--- src/rtl/spi_transfer_sequencer_if.sv ---
// Host-side byte interface of the SPI transfer sequencer: transaction start,
// TX byte stream (valid/ready) and RX byte pulse.
`timescale 1ns/1ps
interface spi_transfer_sequencer_if;
  logic       i_start;
  logic [7:0] i_divisor;
  logic [7:0] i_len;
  logic [7:0] i_tx_data;
  logic       i_tx_valid;
  logic       o_tx_ready;
  logic [7:0] o_rx_data;
  logic       o_rx_valid;
  logic       o_busy;
  logic       o_done;

  modport master (
    output i_start, i_divisor, i_len, i_tx_data, i_tx_valid,
    input  o_tx_ready, o_rx_data, o_rx_valid, o_busy, o_done
  );

  modport slave (
    input  i_start, i_divisor, i_len, i_tx_data, i_tx_valid,
    output o_tx_ready, o_rx_data, o_rx_valid, o_busy, o_done
  );
endinterface

--- src/rtl/spi_transfer_sequencer.sv ---
// Mode-0 MSB-first SPI master sequencer: configures an external clock divider,
// launches one 8-SCLK burst per byte and shifts MOSI/MISO around its edges.
`timescale 1ns/1ps
module spi_transfer_sequencer #(
  parameter int CS_SETUP = 2,
  parameter int CS_HOLD  = 2
) (
  input  logic                        i_clk,
  input  logic                        i_rst_n,
  spi_transfer_sequencer_if.slave     host,
  output logic [8:0]                  o_div_config,
  output logic                        o_div_start_n,
  input  logic                        i_div_ready,
  input  logic                        i_div_clk,
  output logic                        o_sclk,
  output logic                        o_mosi,
  input  logic                        i_miso,
  output logic                        o_cs_n
);

  typedef enum logic [3:0] {
    S_IDLE, S_CFG, S_CFG_GAP, S_CS_SETUP, S_WAIT_TX,
    S_LAUNCH, S_SHIFT, S_BYTE_DONE, S_CS_HOLD, S_DONE
  } state_t;

  state_t     r_state;
  logic       r_div_clk_q;
  logic [7:0] r_len;
  logic [7:0] r_cnt;
  logic [3:0] r_bit_cnt;
  logic [7:0] r_tx_sr;
  logic [7:0] r_rx_sr;
  logic [7:0] r_rx_data;
  logic [8:0] r_div_config;
  logic       r_start_n;
  logic       r_cs_n;
  logic       r_tx_ready;
  logic       r_rx_valid;
  logic       r_busy;
  logic       r_done;

  logic       w_rise;
  logic       w_fall;
  logic [7:0] w_div_clamped;

  assign w_rise        = i_div_clk & ~r_div_clk_q;
  assign w_fall        = ~i_div_clk & r_div_clk_q;
  assign w_div_clamped = (host.i_divisor < 8'd2) ? 8'd2 : host.i_divisor;

  assign o_sclk          = i_div_clk;
  assign o_mosi          = r_tx_sr[7];
  assign o_cs_n          = r_cs_n;
  assign o_div_start_n   = r_start_n;
  assign o_div_config    = r_div_config;
  assign host.o_tx_ready = r_tx_ready;
  assign host.o_rx_data  = r_rx_data;
  assign host.o_rx_valid = r_rx_valid;
  assign host.o_busy     = r_busy;
  assign host.o_done     = r_done;

  always_ff @(posedge i_clk or negedge i_rst_n) begin
    if (!i_rst_n) begin
      r_state      <= S_IDLE;
      r_div_clk_q  <= 1'b0;
      r_len        <= '0;
      r_cnt        <= '0;
      r_bit_cnt    <= '0;
      r_tx_sr      <= '0;
      r_rx_sr      <= '0;
      r_rx_data    <= '0;
      r_div_config <= '0;
      r_start_n    <= 1'b1;
      r_cs_n       <= 1'b1;
      r_tx_ready   <= 1'b0;
      r_rx_valid   <= 1'b0;
      r_busy       <= 1'b0;
      r_done       <= 1'b0;
    end else begin
      r_div_clk_q <= i_div_clk;
      r_rx_valid  <= 1'b0;
      r_done      <= 1'b0;
      case (r_state)
        S_IDLE: begin
          if (host.i_start && host.i_len != 8'd0) begin
            r_len        <= host.i_len;
            r_div_config <= {w_div_clamped, 1'b1};
            r_busy       <= 1'b1;
            r_state      <= S_CFG;
          end
        end
        S_CFG: begin
          r_div_config <= '0;
          r_state      <= S_CFG_GAP;
        end
        S_CFG_GAP: begin
          r_cs_n  <= 1'b0;
          r_cnt   <= '0;
          r_state <= S_CS_SETUP;
        end
        S_CS_SETUP: begin
          if (r_cnt == 8'(CS_SETUP - 1)) begin
            r_tx_ready <= 1'b1;
            r_state    <= S_WAIT_TX;
          end else begin
            r_cnt <= r_cnt + 8'd1;
          end
        end
        S_WAIT_TX: begin
          // MOSI is the shift register MSB, so bit 7 is on the wire before the burst.
          if (host.i_tx_valid) begin
            r_tx_ready <= 1'b0;
            r_tx_sr    <= host.i_tx_data;
            r_bit_cnt  <= '0;
            r_start_n  <= 1'b0;
            r_state    <= S_LAUNCH;
          end
        end
        S_LAUNCH: begin
          if (!i_div_ready) begin
            r_start_n <= 1'b1;
            r_state   <= S_SHIFT;
          end
        end
        S_SHIFT: begin
          if (w_rise) begin
            r_rx_sr   <= {r_rx_sr[6:0], i_miso};
            r_bit_cnt <= r_bit_cnt + 4'd1;
          end
          // The eighth fall sees bit_cnt==8, so MOSI keeps the last bit.
          if (w_fall && r_bit_cnt < 4'd8)
            r_tx_sr <= {r_tx_sr[6:0], 1'b0};
          if (i_div_ready)
            r_state <= S_BYTE_DONE;
        end
        S_BYTE_DONE: begin
          r_rx_data  <= r_rx_sr;
          r_rx_valid <= 1'b1;
          r_len      <= r_len - 8'd1;
          if (r_len > 8'd1) begin
            r_tx_ready <= 1'b1;
            r_state    <= S_WAIT_TX;
          end else begin
            r_cnt   <= '0;
            r_state <= S_CS_HOLD;
          end
        end
        S_CS_HOLD: begin
          if (r_cnt == 8'(CS_HOLD - 1)) begin
            r_cs_n  <= 1'b1;
            r_done  <= 1'b1;
            r_state <= S_DONE;
          end else begin
            r_cnt <= r_cnt + 8'd1;
          end
        end
        S_DONE: begin
          r_busy  <= 1'b0;
          r_state <= S_IDLE;
        end
        default: r_state <= S_IDLE;
      endcase
    end
  end

endmodule

--- src/flat_wrapper.sv ---
// flat-port wrapper written by rule: the top's interface ports become plain ports
module spi_transfer_sequencer_flat 
#(
  parameter int CS_SETUP = 2,
  parameter int CS_HOLD  = 2
)
  (i_clk, i_rst_n, o_div_config, o_div_start_n, i_div_ready, i_div_clk, o_sclk, o_mosi, i_miso, o_cs_n, host_i_start, host_i_divisor, host_i_len, host_i_tx_data, host_i_tx_valid, host_o_tx_ready, host_o_rx_data, host_o_rx_valid, host_o_busy, host_o_done);
  spi_transfer_sequencer_if host_i ();
  input  logic i_clk;
  input  logic i_rst_n;
  output logic [8:0] o_div_config;
  output logic o_div_start_n;
  input  logic i_div_ready;
  input  logic i_div_clk;
  output logic o_sclk;
  output logic o_mosi;
  input  logic i_miso;
  output logic o_cs_n;
  input wire logic [$bits(host_i.i_start)-1:0] host_i_start;
  input wire logic [$bits(host_i.i_divisor)-1:0] host_i_divisor;
  input wire logic [$bits(host_i.i_len)-1:0] host_i_len;
  input wire logic [$bits(host_i.i_tx_data)-1:0] host_i_tx_data;
  input wire logic [$bits(host_i.i_tx_valid)-1:0] host_i_tx_valid;
  output wire logic [$bits(host_i.o_tx_ready)-1:0] host_o_tx_ready;
  output wire logic [$bits(host_i.o_rx_data)-1:0] host_o_rx_data;
  output wire logic [$bits(host_i.o_rx_valid)-1:0] host_o_rx_valid;
  output wire logic [$bits(host_i.o_busy)-1:0] host_o_busy;
  output wire logic [$bits(host_i.o_done)-1:0] host_o_done;
  assign host_i.i_start = host_i_start;
  assign host_i.i_divisor = host_i_divisor;
  assign host_i.i_len = host_i_len;
  assign host_i.i_tx_data = host_i_tx_data;
  assign host_i.i_tx_valid = host_i_tx_valid;
  assign host_o_tx_ready = host_i.o_tx_ready;
  assign host_o_rx_data = host_i.o_rx_data;
  assign host_o_rx_valid = host_i.o_rx_valid;
  assign host_o_busy = host_i.o_busy;
  assign host_o_done = host_i.o_done;
  spi_transfer_sequencer #(.CS_SETUP(CS_SETUP), .CS_HOLD(CS_HOLD)) u_core (.i_clk(i_clk), .i_rst_n(i_rst_n), .host(host_i), .o_div_config(o_div_config), .o_div_start_n(o_div_start_n), .i_div_ready(i_div_ready), .i_div_clk(i_div_clk), .o_sclk(o_sclk), .o_mosi(o_mosi), .i_miso(i_miso), .o_cs_n(o_cs_n));
endmodule
--- config.mk ---
export PLATFORM = sky130hd
export DESIGN_NAME = spi_transfer_sequencer_flat
export DESIGN_NICKNAME = d
export VERILOG_FILES = /design/src/rtl/spi_transfer_sequencer_if.sv /design/src/rtl/spi_transfer_sequencer.sv /design/src/flat_wrapper.sv
export SDC_FILE = /design/constraint.sdc
export NUM_CORES = 1
export LEC_CHECK = 0
export CORE_MARGIN = 2
export CORE_UTILIZATION = 30
export DETAILED_ROUTE_END_ITERATION = 16
export HOLD_SLACK_MARGIN = 0.15
export PLACE_DENSITY = 0.52
export SYNTH_ARGS = -nofsm -noshare
export SYNTH_HDL_FRONTEND = slang
export SYNTH_SLANG_ARGS = --single-unit
--- constraint.sdc ---
create_clock -name i_clk -period 2.5 [get_ports i_clk]
set_clock_uncertainty 0.1 [all_clocks]
set_input_delay 0.5 -clock i_clk [delete_from_list [all_inputs] [get_ports i_clk]]
set_output_delay 0.5 -clock i_clk [all_outputs]
set_load 0.005 [all_outputs]
==> results.yml <==
global_routing:
  grt_max_degree: 43
  antenna_found_initial: 0
  grt_first_pass_wirelength_mm: 11.9
  grt-ovfl-total: 0
  grt_pass1_vias: 2493
  grt_usage_pct: 13.3
synthesis:
  synthCells: 307
  synth-main-ff-cell: "dfrtp_1"
  yosysMostFrequentCell: "dfrtp_1"
  yosys_warnings: 0
  seq_area_frac_synth_pct: 51.7
  synth.area.mux_share_pct: 5.49
  synth_edf_count: 0
  synth_simple_gate_area_share_pct: 19.6
  synth_xor_area_share_pct: 1.41
  ys_top_cells_by_area: "dfrtp_1 (50%), nand2_1 (6.8%), o21ai_0 (3.7%), mux2_2 (2.9%), mux2i_1 (2.6%)"
  syn_area_um2: 3100
  avgSynthCellArea_um2: 10.1
  synthAdderAreaFrac_pct: 2.02
  synth_top_area_share_pct: 50.0
  synth_top_area_cell: "dfrtp_1"
  synth_cell_type_count: 55
  synth_common_cells: "dfrtp_1 (62), nand2_1 (56), o21ai_0 (23), nor2_1 (18), a21oi_1 (11)"
  synth_nets: 343
  synth_top_family_by_area: "simple AND/OR/NAND/NOR gates"
  synthArstFlopShare_pct: 100
  synth_compound_area_share_pct: 16.5
  ys_seq_elements: 64
clock_network:
  root_buffer: "clkbuf_8"
  htree_levels: 3
  clk_path_buf_depth: 2
  insertion_delay_ns: 0.34
  path_clk_slew_ns: 0.07
  numCtsBuffers: 9
  cts.sinks: 64
  cts_tree: "built"
floorplan:
  core_area_um2: 10200
  pin_count: 56
  start_util_pct: 30.4
  die_x_um: 106
  die-area_um2: 11200
  rows: 37
  die_h_um: 106
outcome:
  status: "complete, no violations"
power:
  powerDensity_nw_per_um2: 965
  seqPwrFrac_pct: 40.3
  pwr-share-clk_pct: 20.3
  max-vdd-ir-drop_uv: 357
  p_sw_w: 0.00141
  swShare_pct: 36.0
  p_leak_nw: 1.77
  pwr-share-comb_pct: 39.3
  intPower_w: 0.00251
finish:
  multiInputGateArea_um2: 1410
  ff_latch_area_um2: 1600
  drive_gt1_share_pct: 13.5
  nFillCells: 1032
  diodes: 0
  areaGrowthSynthToFinish_pct: 31.0
  design_area_um2: 4060
  nets: 410
worst_hold_path:
  hold_class: "reg -> reg"
  worstHoldPathCells: 1
drt:
  first_pass_iters: 4
  via_per_inst: 4.71
  initialDrtViolationCount: 109
  drcViolationCount: 0
  postRouteAntennaNets: 0
  vias: 2422
  wl_mm: 6.93
  wl_per_cell_um: 13.5
placed_design:
  placed_area_um2: 3870
  place_hpwl_mm: 4.78
  port_buffers: 55
  place_congestion: 0.763
sta:
  tns_ns: 0
  max_freq_mhz: 459
  layout_min_cycle_time_ns: 2.18
  min_period_over_period_pct: 87.2
  hold_viol_final: 0
  relSlewSlack_pct: 34.6
  rsz0062_at_grt: "false"
  finalSetupViolations: 0
  maxSlewViolCount: 0
  worst_pin_slew_ns: 0.977
worst_setup_path:
  crit_type: "reg -> reg"
  cp.required_ns: 2.66
  r2r_cells: 5
  critPathBufInv: 1
  cp.depth: 5
  crit_chain: "or4_4 -> a211oi_4 -> buf_4 -> nor2_1 -> a31oi_1"
  slowest_delay_ns: 0.60
  critPathSlowestCell: "or4_4"
  cp-start-kind: "register"
  crit_arrival_ns: 2.35
  cp_top_family: "simple AND/OR/NAND/NOR gates"
  cp_max_fo: 19
  end_kind: "register"
flow_run:
  max_cap_viol_count: 0
## power by group through the flow
stage | registers [W] | logic (W) | clock network (W)
after floorplan | 0.00158 | 0.000950 | 0
after global placement | 0.00160 | 0.00153 | 0
after detailed placement | 0.00160 | 0.00155 | 0
after CTS | 0.00158 | 0.00156 | 0.000826
after global routing | 0.00163 | 0.00175 | 0.000865
final | 0.00158 | 0.00154 | 0.000798
## worst reg2reg max path: stages (launching register included)
cell	delay [ns]
dfrtp_1	0.38
or4_4	0.60
a211oi_4	0.51
buf_4	0.32
nor2_1	0.07
a31oi_1	0.14
## state kept, by name, indices dropped and copies added (netlist names)
name	cells
u_core.host.o_busy	1
u_core.host.o_done	1
u_core.host.o_rx_data	8
u_core.host.o_rx_valid	1
u_core.host.o_tx_ready	1
u_core.o_cs_n	1
u_core.o_div_config	9
u_core.o_div_start_n	1
u_core.r_bit_cnt	4
u_core.r_cnt	8
u_core.r_div_clk_q	1
u_core.r_len	8
u_core.r_rx_sr	8
u_core.r_state	4
u_core.r_tx_sr	8
## timing repair
action	in CTS	in global routing
endpoints found under the hold margin	22	0
buffers inserted	0	0
endpoints found under the setup margin	0	7
hold buffers	1	0
gates resized for setup	0	1
## worst paths after layout
path | startpoint | end | slack, ns
setup / recovery | u_core.r_state[1] | u_core.host.o_busy | 0.32
hold / removal | u_core.o_div_config[0] | u_core.o_div_config[0] | 0.38
min in group asynchronous | i_rst_n | u_core.r_tx_sr[4] | 0.58
setup reg to reg | u_core.r_state[1] | u_core.host.o_busy | 0.32
hold reg to reg | u_core.o_div_config[0] | u_core.o_div_config[0] | 0.38
max in group asynchronous | i_rst_n | u_core.o_cs_n | 1.06
## logic make-up (layout without fill, tap and decap cells)
| family | after synthesis | in the layout |
|---|---|---|
| flops | 64 | 64 |
| simple gates | 120 | 120 |
| xor+xnor | 5 | 5 |
| buf+inv | 23 | 94 |
| compound gates | 74 | 74 |
| mux | 16 | 16 |
| fa+ha+maj | 5 | 5 |
## cell type report
type                            count  share of cell area, %
Clock buffer                       12                   3.82
Clock inverter                      3                  0.431
Inverter                            9                  0.832
Multi-Input combinational cell    220                   34.7
Sequential cell                    64                   39.5
Tap cell                          136                   4.19
Timing Repair Buffer               70                   16.6
## layout by cell type (no fill, tap or decap), types with 5 or more instances in the layout
master / count
dfrtp_1: 62
o21ai_0: 23
a21oi_1: 11
xor2_1: 5
ha_1: 5
nor2_1: 18
clkdlybuf4s50_1: 54
mux2_2: 8
clkbuf_8: 11
inv_1: 9
mux2i_1: 8
o21ai_1: 5
buf_4: 13
o211ai_1: 5
nand2_1: 56
## metal layers
| layer | GRT usage, % | routed length, um | up-vias |
|---|---|---|---|
| met3 | 4.51 | 326 | 6 |
| met1 | 17.3 | 3340 | 1143 |
| li1 | - | - | 1232 |
| met2 | 21.1 | 3190 | 41 |
| met4 | 3.67 | 74 | 0 |
| met5 | 0 | 0 | - |
## stage by stage
step	std cells	worst slack (ns)	hold WS (ns)	power, W	utilization (%)
final	514	0.320	0.379	0.00392	39.9
after CTS	514	0.0796	0.378	0.00397	39.8
after global routing	514	0.142	0.408	0.00425	39.9
after floorplan	307	0.500	0.104	0.00253	-
after detailed placement	498	0.0461	0.365	0.00315	38.0
after global placement	498	0.105	0.361	0.00313	38.0
(Power assumes the default switching activity.)
